## src/rtl/reqack_monitor_mc.sv

```systemverilog
// rtl/reqack_monitor_mc.sv - multi-channel req/ack/done/interrupt handshake protocol monitor
//
// Purpose: watches NUM_CH independent req/ack/done/intrpt handshakes. Each
// channel has its own FSM, which checks four rules:
//   - ack arrives within the MIN_ACK..MAX_ACK window after req
//   - done arrives exactly one cycle after ack
//   - ack and done are never high together
//   - intrpt arrives within 0..INTR_WIN cycles after done
// Rule violations set sticky per-channel flags. Clean transactions are
// counted in a saturating per-channel counter.
//
// Ports:
//   clk          sampling clock, rising edge
//   reset_n      asynchronous active-low reset
//   req/ack/done/intrpt [NUM_CH]  per-channel handshake inputs
//   clr_err      synchronous clear of all sticky flags (a same-edge set wins)
//   err_ack      sticky: ack early or missing
//   err_done     sticky: done not exactly one cycle after ack
//   err_ackdone  sticky: ack and done high in the same cycle
//   err_intr     sticky: no intrpt within the window after done
//   err_any      OR of every sticky flag
//   pass_cnt     clean-transaction counts, channel i at [i*CNT_W +: CNT_W]
module reqack_monitor_mc #(
    parameter int NUM_CH   = 4,
    parameter int MIN_ACK  = 1,
    parameter int MAX_ACK  = 5,
    parameter int INTR_WIN = 3,
    parameter int CNT_W    = 8
) (
    input  logic                    clk,
    input  logic                    reset_n,
    input  logic [NUM_CH-1:0]       req,
    input  logic [NUM_CH-1:0]       ack,
    input  logic [NUM_CH-1:0]       done,
    input  logic [NUM_CH-1:0]       intrpt,
    input  logic                    clr_err,
    output logic [NUM_CH-1:0]       err_ack,
    output logic [NUM_CH-1:0]       err_done,
    output logic [NUM_CH-1:0]       err_ackdone,
    output logic [NUM_CH-1:0]       err_intr,
    output logic                    err_any,
    output logic [NUM_CH*CNT_W-1:0] pass_cnt
);

    // One offset counter serves both the ack window and the interrupt window.
    localparam int OFF_MAX = (MAX_ACK > INTR_WIN) ? MAX_ACK : INTR_WIN;
    localparam int OFF_W   = $clog2(OFF_MAX + 1);

    localparam logic [OFF_W-1:0] L_ONE      = OFF_W'(1);
    localparam logic [OFF_W-1:0] L_MIN_ACK  = OFF_W'(MIN_ACK);
    localparam logic [OFF_W-1:0] L_MAX_ACK  = OFF_W'(MAX_ACK);
    localparam logic [OFF_W-1:0] L_INTR_WIN = OFF_W'(INTR_WIN);
    localparam logic [CNT_W-1:0] L_CNT_ONE  = CNT_W'(1);

    typedef enum logic [1:0] {
        S_IDLE      = 2'd0,
        S_WAIT_ACK  = 2'd1,
        S_WAIT_DONE = 2'd2,
        S_WAIT_INTR = 2'd3
    } state_t;

    for (genvar g = 0; g < NUM_CH; g++) begin : g_ch
        state_t           r_state;
        logic [OFF_W-1:0] r_off;
        logic             r_txn_bad;
        logic             r_err_ack;
        logic             r_err_done;
        logic             r_err_ackdone;
        logic             r_err_intr;
        logic [CNT_W-1:0] r_pass;

        logic w_ackdone;
        logic w_clean;
        logic w_cnt_full;

        assign w_ackdone  = ack[g] & done[g];
        // A collision in the completing cycle itself also disqualifies the count.
        assign w_clean    = ~(r_txn_bad | w_ackdone);
        assign w_cnt_full = (r_pass == {CNT_W{1'b1}});

        always_ff @(posedge clk or negedge reset_n) begin
            if (!reset_n) begin
                r_state       <= S_IDLE;
                r_off         <= '0;
                r_txn_bad     <= 1'b0;
                r_err_ack     <= 1'b0;
                r_err_done    <= 1'b0;
                r_err_ackdone <= 1'b0;
                r_err_intr    <= 1'b0;
                r_pass        <= '0;
            end else begin
                // Clear first; any set later in this block overrides it for
                // its own flag, so a same-edge violation is never lost.
                if (clr_err) begin
                    r_err_ack     <= 1'b0;
                    r_err_done    <= 1'b0;
                    r_err_ackdone <= 1'b0;
                    r_err_intr    <= 1'b0;
                end

                // The collision check runs in every state and never steers the FSM.
                if (w_ackdone) begin
                    r_err_ackdone <= 1'b1;
                end
                r_txn_bad <= r_txn_bad | w_ackdone;

                case (r_state)
                    S_IDLE: begin
                        if (req[g]) begin
                            r_state   <= S_WAIT_ACK;
                            r_off     <= L_ONE;
                            r_txn_bad <= w_ackdone;
                        end
                    end

                    S_WAIT_ACK: begin
                        if (ack[g]) begin
                            if (r_off < L_MIN_ACK) begin
                                r_err_ack <= 1'b1;
                                r_state   <= S_IDLE;
                            end else begin
                                r_state   <= S_WAIT_DONE;
                            end
                        end else if (r_off == L_MAX_ACK) begin
                            r_err_ack <= 1'b1;
                            r_state   <= S_IDLE;
                        end else begin
                            r_off <= r_off + L_ONE;
                        end
                    end

                    // Single-sample state: done must be present on the cycle after ack.
                    // Interrupt offset 0 is checked here, alongside done.
                    S_WAIT_DONE: begin
                        if (!done[g]) begin
                            r_err_done <= 1'b1;
                            r_state    <= S_IDLE;
                        end else if (intrpt[g]) begin
                            r_state <= S_IDLE;
                            if (w_clean && !w_cnt_full) begin
                                r_pass <= r_pass + L_CNT_ONE;
                            end
                        end else if (INTR_WIN == 0) begin
                            r_err_intr <= 1'b1;
                            r_txn_bad  <= 1'b1;
                            r_state    <= S_IDLE;
                        end else begin
                            r_state <= S_WAIT_INTR;
                            r_off   <= L_ONE;
                        end
                    end

                    S_WAIT_INTR: begin
                        if (intrpt[g]) begin
                            r_state <= S_IDLE;
                            if (w_clean && !w_cnt_full) begin
                                r_pass <= r_pass + L_CNT_ONE;
                            end
                        end else if (r_off == L_INTR_WIN) begin
                            r_err_intr <= 1'b1;
                            r_txn_bad  <= 1'b1;
                            r_state    <= S_IDLE;
                        end else begin
                            r_off <= r_off + L_ONE;
                        end
                    end

                    default: begin
                        r_state <= S_IDLE;
                    end
                endcase
            end
        end

        assign err_ack[g]                   = r_err_ack;
        assign err_done[g]                  = r_err_done;
        assign err_ackdone[g]               = r_err_ackdone;
        assign err_intr[g]                  = r_err_intr;
        assign pass_cnt[g*CNT_W +: CNT_W]   = r_pass;
    end

    assign err_any = |{err_ack, err_done, err_ackdone, err_intr};

endmodule

```

## config.mk

```make
export PLATFORM = sky130hd
export DESIGN_NAME = reqack_monitor_mc
export DESIGN_NICKNAME = d
export VERILOG_FILES = /design/src/rtl/reqack_monitor_mc.sv
export SDC_FILE = /design/constraint.sdc
export NUM_CORES = 1
export LEC_CHECK = 0
export BUFFER_PORTS_ARGS = -buffer_cell sky130_fd_sc_hd__buf_2
export CORE_AREA = 2 2 101 74
export DETAILED_ROUTE_END_ITERATION = 16
export DIE_AREA = 0 0 103 76
export GPL_TIMING_DRIVEN = 0
export PLACE_DENSITY_LB_ADDON = 0.3
export SLEW_MARGIN = 5
export SYNTH_ARGS = -nofsm -noshare
export SYNTH_HDL_FRONTEND = slang
export SYNTH_SLANG_ARGS = --single-unit
```

## constraint.sdc

```tcl
create_clock -name clk -period 4.1 [get_ports clk]
set_input_delay 0.41 -clock clk [delete_from_list [all_inputs] [get_ports clk]]
set_output_delay 0.41 -clock clk [all_outputs]
set_load 0.02 [all_outputs]
```

==> metrics.txt, run 1 <==
wire length of the first global-routing pass approximately 14,000 um; share of cells above drive strength 1 0.248; sequential cell area fraction in the yosys report 0.444; final HPWL from detailed placement 6400 um; Crit path buffers/inverters 0; Highest Clock Rate roughly 500 MHz; Setup TNS Final 0 ps; number of buffers added by the clock tree synthesis step 9; worst-case clock skew 7.86 ps; post-CTS resize count 0; Area growth syn-to-layout 17.1%; standby leakage power 2.40 nW; cell area power density 622 nW/um2; peak-usage layer in the global routing report met1; CP peak stage delay 560 ps; via total after detailed routing 3,227; total of buffers placed on input and output ports 67; CP endpoint kind flop; worst min-delay path category input pin to flop; number of storage elements in the synthesis netlist 72; ys flop type sky130_fd_sc_hd__dfrtp_1; Synth async-reset ratio 1.00; DIE AREA 7830 um2; dominant delay contributor by cell family on the critical path simple AND/OR/NAND/NOR gates; count of cell types in the netlist 46; number of buffers inserted by post-CTS setup repair 0; RSZ-0062 raised after global routing no; total congestion overflow after global routing 0; number of sinks handled by clock tree synthesis 72; hold bufs inserted after CTS 1; number of flops mapped to enable cells by yosys 0; Total GRT Usage 0.231; die boundary height 76 um; total number of nets in the final design 538; post-synthesis area per instance around 10 um2; top post-synthesis cells by count sky130_fd_sc_hd__dfrtp_1 (72), sky130_fd_sc_hd__inv_1 (41), sky130_fd_sc_hd__ha_1 (33); period utilisation layout 0.490; Row Count 26; number of hold violations in the final report 0; cell with the most instances after synthesis sky130_fd_sc_hd__dfrtp_1; Setup CP Type flop to flop; CTS root buf sky130_fd_sc_hd__clkbuf_8; status finished, final reports clean; cells along the critical path ha_1, ha_1, nand2_1, nand2_1, or4b_4, mux2_4; gpl congestion around 0.87; summed instance area of the synthesized netlist between 4000 and 5000 um2; net count of the mapped netlist 458; headroom to the max-slew limit 0.634; drc violations 0; Starting DRT DRC Count ~150; data arrival time of the critical path 2250 ps; via count of the first global-routing pass 3,045; WP data required 4350 ps; number of synthesis warnings 0; DR vias/cell 5.48; Starting Density 0.583; cell at the slowest stage of the critical path sky130_fd_sc_hd__or4b_4; critical path launch point type flop; die width between 100 and 150 um; CTS clock-pin slew for the worst setup and hold paths 80 ps; final WL 8410 um; CTS tree done; slew at the pin closest to its max-slew limit 548 ps; met3 Usage GRT 0.0606; Routed WL per cell 14.3 um; fillcell total 553; core footprint 6960 um2; end-of-flow core utilization 0.683; GRT met1 Usage 0.342; most area-hungry cell type in the Yosys netlist sky130_fd_sc_hd__dfrtp_1; Pre-Repair DR Iteration Count 4; number of inserted diodes 0; time the final worst path needs with I/O delays and setup 2010 ps; Post-Synthesis Cells 406; Max Transition Viols Final 0; initial antenna violation count 0; final setup violation count 0; io pins 68; maximum buffer depth of the clock tree 2; clock latency on the worst-skew pair 350 ps; routing usage on met2 0.333; pin count of the biggest net entering global routing 46; crit-path max FO 5; top area cells in the synthesized netlist sky130_fd_sc_hd__dfrtp_1 (44%), sky130_fd_sc_hd__ha_1 (10%), sky130_fd_sc_hd__mux2_2 (3.9%); Antenna Nets Post-Route 0; number of max-cap violations 0; peak supply drop roughly 0.00033 V; Yosys top cell area share 0.444; depth of the CTS H-tree 3
## routing by layer
metal  vias up  share of wire
met5         -              0
met4         0          0.013
met3        12          0.062
met2        88           0.45
met1      1565           0.48
li1       1562              -
## worst min-delay path, cell delays in order
cell and delay (ps):
sky130_fd_sc_hd__buf_2 120, sky130_fd_sc_hd__nand2_1 90, sky130_fd_sc_hd__o21ai_0 80
## sequential cells by signal, summed over array words and instances (netlist names)
name	cells
g_ch.r_err_ack	4
g_ch.r_err_ackdone	4
g_ch.r_err_done	4
g_ch.r_err_intr	4
g_ch.r_off	12
g_ch.r_pass	32
g_ch.r_state	8
g_ch.r_txn_bad	4
## layout make-up
| type | count | area (um2) | area share |
|---|---|---|---|
| plain buffers | 18 | 128 | 0.0268 |
| clock buffers | 9 | 124 | 0.0261 |
| clock inverters | 7 | 72.6 | 0.0153 |
| inverters | 41 | 154 | 0.0324 |
| multi-input cells | 275 | 1980 | 0.416 |
| flip-flops and latches | 72 | 1800 | 0.379 |
| well taps | 98 | 123 | 0.0258 |
| repair buffers | 69 | 375 | 0.0789 |
## power by group
group	total, mW	switching (mW)	internal [mW]
combinational	1.29	0.702	0.593
sequential	1.10	0.201	0.902
clock	0.557	0.277	0.280
total	2.96	1.18	1.78
## metrics by stage
stage / area, um2 / std cells / setup slack (ps) / hold slack [ps] / power, mW
final: 4750 / 589 / 2090 / 378 / 2.96
after CTS: 4750 / 589 / 2090 / 358 / 2.97
after floorplan: 4060 / 406 / 2230 / 114 / 2.05
after global placement: 4520 / 571 / 2150 / 473 / 2.34
after detailed placement: 4550 / 572 / 2120 / 363 / 2.40
after global routing: 4750 / 589 / 1920 / 387 / 3.19
## logic make-up (layout without fill, tap and decap cells)
logic type                 Yosys count  in the layout  share of synthesized area
and+or+nand+nor                    127            127                      0.166
xor gates and xnor gates            26             26                     0.0561
muxes                               18             18                     0.0524
DFF                                 72             72                      0.444
AOI/OAI and AO/OA                   71             71                      0.110
buffers and inverters               59            144                     0.0693
adders and majority gates           33             33                      0.102
## layout by cell type, fill, tap and decap left out, drive strengths merged, types with 2 or more instances in the layout
| cell type | count |
|---|---|
| dfrtp | 72 |
| o2111ai | 2 |
| clkbuf | 11 |
| ha | 33 |
| xor2 | 18 |
| inv | 41 |
| nor3b | 5 |
| o22ai | 8 |
| nand2b | 12 |
| nor2b | 5 |
| o21ai | 21 |
| nor4 | 10 |
| nand2 | 26 |
| and3 | 4 |
| a22oi | 2 |
| buf | 84 |
| nand3b | 3 |
| a21oi | 20 |
| clkinv | 4 |
| a211oi | 3 |
| mux2 | 17 |
| o21a | 2 |
| nor3 | 8 |
| nand3 | 16 |
| xnor2 | 8 |
| o31a | 4 |
| a2111oi | 3 |
| clkinvlp | 2 |
| nor2 | 23 |
| nand4 | 8 |
## final timing paths
path,from,endpoint,slack (ps),cells after the start
worst max-delay path,g_ch[2].r_off[0],g_ch[2].r_off[0],2090,6
worst min-delay path,done[2],g_ch[2].r_err_ackdone,380,3
worst max register to register,g_ch[2].r_off[0],g_ch[2].r_off[0],2090,6
worst min register to register,g_ch[2].r_pass[5],g_ch[2].r_pass[5],490,1
max in group asynchronous,reset_n,g_ch[1].r_off[0],3020,3
min in group asynchronous,reset_n,g_ch[2].r_off[1],520,2
(Power assumes the default switching activity.)
==> run 2, diff against run 1 <==
--- a/config.mk
+++ b/config.mk
@@ -6,9 +6,9 @@
 export NUM_CORES = 1
 export LEC_CHECK = 0
 export BUFFER_PORTS_ARGS = -buffer_cell sky130_fd_sc_hd__buf_2
-export CORE_AREA = 2 2 101 74
+export CORE_AREA = 2 2 110 80
 export DETAILED_ROUTE_END_ITERATION = 16
-export DIE_AREA = 0 0 103 76
+export DIE_AREA = 0 0 112 82
 export GPL_TIMING_DRIVEN = 0
 export PLACE_DENSITY_LB_ADDON = 0.3
 export SLEW_MARGIN = 5
==> constraint.sdc (replaced) <==
create_clock -name clk -period 1.7 [get_ports clk]
set_input_delay 0.17 -clock clk [delete_from_list [all_inputs] [get_ports clk]]
set_output_delay 0.17 -clock clk [all_outputs]
set_load 0.02 [all_outputs]
==> run 2 against run 1 <==
  * Global-route usage fell by 3.4 points
  * Register-to-register slack got worse by 2300 ps
  * Sequential power rose by 150%
  * Critical path type unchanged
  * Sequential share of layout area fell by 4.0 points
  * Combinational power rose to 3.0 times the previous value
  * The run now ends with negative setup slack left
  * First-iteration DRC count rose by 34%
  * Routed wire length rose by 14%
  * Via count rose by 2.1%
  * Sequential cell count did not move
  * Total power rose to 2.8 times the previous value
  * Worst setup slack got worse by 2300 ps
==> metrics.txt, run 2 (same netlist as run 1, synthesis figures left out) <==
status finished, violations left; violations in the final reports negative setup slack; initial antenna violation count 0 (unchanged); die width 112 um (+8.7%); Row Count 28 (+7.7%); critical path launch point type flop; number of hold violations in the final report 0 (unchanged); Max Transition Viols Final 0 (unchanged); pin count of the biggest net entering global routing 44 (-4.3%); commonest cells after routing, fill and taps aside sky130_fd_sc_hd__buf_2 (66), sky130_fd_sc_hd__dfrtp_1 (65), sky130_fd_sc_hd__buf_4 (40), sky130_fd_sc_hd__inv_1 (37), sky130_fd_sc_hd__nand2_1 (23); most common cell after layout, fill and taps aside sky130_fd_sc_hd__buf_2; Sequential cell area 1810 um2 (+0.49%); CTS tree done; depth of the CTS H-tree 3 (unchanged); power share of the sequential group 0.328 (-0.045); final WL 9600 um (+14%); Largest regs g_ch.r_pass: 32 flops, g_ch.r_off: 12 flops, g_ch.r_state: 8 flops; CTS root buf sky130_fd_sc_hd__clkbuf_16; DIE AREA 9180 um2 (+17%); number of inserted diodes 0 (unchanged); Area growth syn-to-layout 31.6%; Sw Pwr 3.21 mW (+170%); final critical-path setup slack -180 ps (-2270 ps); RSZ-0062 raised after global routing yes; via total after detailed routing 3,295 (+2.1%); CP endpoint kind flop; number of buffers added by the clock tree synthesis step 9 (unchanged); peak supply drop 0.00102 V (+210%); clock latency on the worst-skew pair 330 ps (-20 ps); total congestion overflow after global routing 0 (unchanged); slew at the pin closest to its max-slew limit 564 ps (+16.2 ps); Starting Density 0.495 (-0.0879); CTS clock-pin slew for the worst setup and hold paths 60 ps (-20 ps); Highest Clock Rate 532 MHz (+6.8%); routing usage on met2 0.302 (-0.0307); data arrival time of the critical path 2100 ps (-150 ps); via count of the first global-routing pass 3,032 (-0.43%); gpl congestion 0.901 (+3.2%); core footprint 8200 um2 (+18%); share of cells above drive strength 1 0.389 (+0.141); final setup violation count 7 (+7); total power draw 8.30 mW (+180%); Setup TNS Final -638 ps (-638 ps); maximum buffer depth of the clock tree 2 (unchanged); flip-flop count of the largest register after layout 32 (unchanged); WP data required 1920 ps (-2430 ps); cell area power density 1550 nW/um2 (+150%); worst min-delay path category input pin to flop; headroom to the max-slew limit 0.623 (-0.0118); Pre-Repair DR Iteration Count 4 (unchanged); area of the multi-input gates 2300 um2 (+16%); io pins 68 (unchanged); worst-case clock skew 4.24 ps (-3.62 ps); share of total power in the clock network 0.207 (+0.019); Total GRT Usage 0.197 (-0.0341); final HPWL from detailed placement 6440 um (+0.55%); total of buffers placed on input and output ports 67 (unchanged); met3 Usage GRT 0.0554 (-0.00520); peak-usage layer in the global routing report met2; Post-Route Hold Slack 146 ps (-231 ps); Setup CP Type flop to flop; Routed WL per cell 15.5 um (+8.6%); fillcell total 655 (+18%); switching fraction of total power 0.386 (-0.0127); drc violations 0 (unchanged); Antenna Nets Post-Route 0 (unchanged); DR vias/cell 5.32 (-2.8%); number of max-cap violations 0 (unchanged); register with the most flip-flops g_ch.r_pass; wire length of the first global-routing pass 14,300 um (-0.76%); Starting DRT DRC Count 202 (+34%); standby leakage power 2.56 nW (+6.5%); GRT met1 Usage 0.273 (-0.0682); time the final worst path needs with I/O delays and setup 1880 ps (-127 ps); total number of nets in the final design 561 (+4.3%); Comb power frac 0.464 (+0.026); number of sinks handled by clock tree synthesis 72 (unchanged); period utilisation layout 1.11 (+0.616); Int Power 5.09 mW (+190%); crit-path max FO 3 (-2); die boundary height 82 um (+7.9%)
run 2: what timing repair did:
action	CTS	global route
gates resized for setup	25	44
hold endpoints to repair	29	0
pin swaps	6	19
hold buffers	1	0
setup endpoints to repair	29	33
buffers inserted	9	15
run 2: path summary, 6_finish.rpt:
kind,start,to,slack (ps),cells after the start
setup / recovery,g_ch[2].r_off[0],g_ch[2].r_off[2],-180,6
hold / removal,clr_err,g_ch[0].r_err_intr,150,2
min in group asynchronous,reset_n,g_ch[2].r_off[2],320,2
setup reg to reg,g_ch[2].r_off[0],g_ch[2].r_off[2],-180,6
hold reg to reg,g_ch[3].r_pass[5],g_ch[3].r_pass[5],490,1
max in group asynchronous,reset_n,g_ch[1].r_state[1],810,3
run 2: power by group through the flow:
| stage | Clock [mW] | Sequential, mW | Combinational (mW) |
|---|---|---|---|
| finish | 1.72 | 2.73 | 3.85 |
| global route | 1.84 | 2.80 | 4.23 |
| CTS | 1.74 | 2.66 | 3.41 |
| detailed placement | 0 | 2.70 | 3.15 |
| global placement | 0 | 2.67 | 3.04 |
| floorplan | 0 | 2.72 | 2.27 |
run 2: final cells by class:
cell class / instances / area share
Tap cell: 105 / 0.0246
Multi-Input combinational cell: 275 / 0.430
Clock buffer: 13 / 0.0468
Sequential cell: 72 / 0.339
Buffer: 17 / 0.0232
Inverter: 41 / 0.0288
Timing Repair Buffer: 93 / 0.105
Clock inverter: 3 / 0.00328
run 2: critical path, stage by stage (launching register included):
cell                      delay (ps)
sky130_fd_sc_hd__dfrtp_2         440
sky130_fd_sc_hd__ha_4            190
sky130_fd_sc_hd__ha_4            160
sky130_fd_sc_hd__nand2_2          50
sky130_fd_sc_hd__nand2_1          60
sky130_fd_sc_hd__or4b_4          550
sky130_fd_sc_hd__mux2_4          310
run 2: per-layer routing:
layer | vias to the layer above | part of all wire
li1 | 1609 | -
met1 | 1595 | 0.46
met2 | 79 | 0.47
met3 | 12 | 0.057
met4 | 0 | 0.011
met5 | - | 0
run 2: through the flow:
step / area, um2 / instances / setup WS (ps) / util
finish: 5340 / 619 / -180 / 0.652
detailed placement: 4600 / 579 / -325 / 0.561
floorplan: 4100 / 406 / -128 / -
CTS: 5050 / 604 / -189 / 0.616
global route: 5340 / 619 / -217 / 0.652
global placement: 4570 / 578 / -246 / 0.557
==> run 3, diff against run 2 <==
==> constraint.sdc (replaced) <==
create_clock -name clk -period 1.7 [get_ports clk]
set_input_delay 0.255 -clock clk [delete_from_list [all_inputs] [get_ports clk]]
set_output_delay 0.255 -clock clk [all_outputs]
set_load 0.02 [all_outputs]
==> run 3 against run 2 <==
  * The flow still finishes with violations (negative setup slack)
  * Routed wire length up 1.6%
  * Final cell count up 0.32%
  * Critical path depth unchanged
  * First-iteration DRC count up 7.9%
  * Die area unchanged
  * Utilization up 0.60 points
==> metrics.txt, run 3 (same netlist as run 1, synthesis figures left out) <==
pin count of the biggest net entering global routing 44 (unchanged); cell area after layout 5390 um2 (+0.91%); io pins 68 (unchanged); number of inserted diodes 0 (unchanged); number of hold violations in the final report 0 (unchanged); via count of the first global-routing pass 3,055 (+0.76%); final WL 9750 um (+1.6%); violations in the final reports negative setup slack; final setup violation count 10 (+3); via total after detailed routing 3,366 (+2.2%); Sequential cell area 1810 um2 (unchanged); slew at the pin closest to its max-slew limit 489 ps (-74.9 ps); wire length of the first global-routing pass 14,400 um (+0.57%); area of the multi-input gates 2330 um2 (+1.4%); RSZ-0062 raised after global routing yes; final HPWL from detailed placement 6440 um (unchanged); Setup CP Type flop to flop; Max Transition Viols Final 0 (unchanged); Routed WL per cell 15.7 um (+1.2%); Largest regs g_ch.r_pass: 32 flops, g_ch.r_off: 12 flops, g_ch.r_state: 8 flops; depth of the CTS H-tree 3 (unchanged); standby leakage power 2.58 nW (+0.70%); Starting Density 0.495 (unchanged); maximum buffer depth of the clock tree 2 (unchanged); WP data required 1920 ps (about the same); number of sinks handled by clock tree synthesis 72 (unchanged); CTS clock-pin slew for the worst setup and hold paths 60 ps (about the same); total of buffers placed on input and output ports 67 (unchanged); DIE AREA 9180 um2 (unchanged); final cell count without fillers 621 (+0.32%); DR vias/cell 5.42 (+1.8%); headroom to the max-slew limit 0.674 (+0.0513); total number of nets in the final design 563 (+0.36%); drc violations 0 (unchanged); commonest cells after routing, fill and taps aside sky130_fd_sc_hd__dfrtp_1 (65), sky130_fd_sc_hd__buf_2 (65), sky130_fd_sc_hd__buf_4 (43), sky130_fd_sc_hd__inv_1 (37), sky130_fd_sc_hd__nand2_1 (23); worst min-delay path category input pin to flop; core footprint 8200 um2 (unchanged); CP endpoint kind flop; initial antenna violation count 0 (unchanged); post-placement cell count 579 (unchanged); critical path launch point type flop; register with the most flip-flops g_ch.r_pass; Total GRT Usage 0.199 (+0.00163); number of buffers added by the clock tree synthesis step 9 (unchanged); Highest Clock Rate 526 MHz (-1.1%); fillcell total 648 (-1.1%); crit-path max FO 3 (unchanged); Pre-Repair DR Iteration Count 4 (unchanged); flip-flop count of the largest register after layout 32 (unchanged); gpl congestion 0.901 (unchanged); data arrival time of the critical path 2120 ps (+20 ps); Row Count 28 (unchanged); time the final worst path needs with I/O delays and setup 1900 ps (+21.3 ps); Starting DRT DRC Count 218 (+7.9%); total congestion overflow after global routing 0 (unchanged); cell area power density 1550 nW/um2 (-0.28%); final critical-path setup slack -201 ps (-21.3 ps); die width 112 um (unchanged); number of max-cap violations 0 (unchanged); peak supply drop 0.00103 V (+0.22%); share of cells above drive strength 1 0.399 (+0.0101); CTS tree done; period utilisation layout 1.12 (+0.0125); CTS root buf sky130_fd_sc_hd__clkbuf_16; DP Area 4600 um2 (unchanged); Antenna Nets Post-Route 0 (unchanged); Area growth syn-to-layout 32.8%; die boundary height 82 um (unchanged); worst-case clock skew 6.97 ps (+2.73 ps); clock latency on the worst-skew pair 330 ps (about the same); status finished, violations left
## run 3: changes by cell type in the layout (fill, tap and decap cells not counted), sizes merged
cell,before,now
buf,108,110
## run 3: path summary, 6_finish.rpt
check / start / to / slack (ps) / depth (start not counted)
worst max register to register: g_ch[2].r_off[0] / g_ch[2].r_off[1] / -200 / 6
worst min register to register: g_ch[3].r_pass[5] / g_ch[3].r_pass[5] / 490 / 1
min in group asynchronous: reset_n / g_ch[2].r_off[2] / 400 / 2
worst max-delay path: g_ch[2].r_off[0] / g_ch[2].r_off[1] / -200 / 6
worst min-delay path: clr_err / g_ch[0].r_err_intr / 230 / 2
max in group asynchronous: reset_n / g_ch[1].r_state[1] / 730 / 3
## run 3: metal layers
metal / part of all wire / wire, um / GRT usage
met3: 0.061 / 596 / 0.0598
met5: 0 / 0 / 0
met4: 0.0088 / 86 / 0.0646
met1: 0.46 / 4470 / 0.273
met2: 0.47 / 4600 / 0.305
## run 3: per-stage QoR
stage	hold WS (ps)	setup TNS [ps]	power, mW	worst slack [ps]	util
floorplan	-40.6	-387	4.99	-128	-
global placement	471	-8710	5.72	-246	0.557
detailed placement	227	-3740	5.84	-325	0.561
CTS	224	-676	7.84	-189	0.619
global route	236	-1980	8.93	-228	0.658
finish	231	-901	8.35	-201	0.658
## run 3: power breakdown
part	total, mW	internal, mW	switching, mW	leakage [nW]
combinational	3.90	1.90	2.00	1.52
sequential	2.74	2.20	0.540	0.933
clock	1.72	1.02	0.693	0.130
total	8.35	5.12	3.23	2.58
## run 3: timing repair
item | 4_1_cts | 5_1_grt
buffers inserted | 10 | 16
resized for setup | 28 | 47
endpoints found under the setup margin | 30 | 34
hold endpoints to repair | 29 | 0
hold buffers | 1 | 0
pin swaps | 9 | 20
## run 3: critical path, cell delays in order, from the launching register on
cell,delay [ps]
sky130_fd_sc_hd__dfrtp_2,440
sky130_fd_sc_hd__ha_4,190
sky130_fd_sc_hd__ha_4,160
sky130_fd_sc_hd__nand2_2,50
sky130_fd_sc_hd__nand2_1,70
sky130_fd_sc_hd__or4b_4,560
sky130_fd_sc_hd__mux2_4,310
## run 3: final cells by class
cell class / count / share of cell area
Sequential cell: 72 / 0.336
Clock buffer: 13 / 0.0464
Clock inverter: 3 / 0.00325
Inverter: 41 / 0.0285
Multi-Input combinational cell: 275 / 0.432
Buffer: 17 / 0.0230
Timing Repair Buffer: 95 / 0.107
Tap cell: 105 / 0.0244
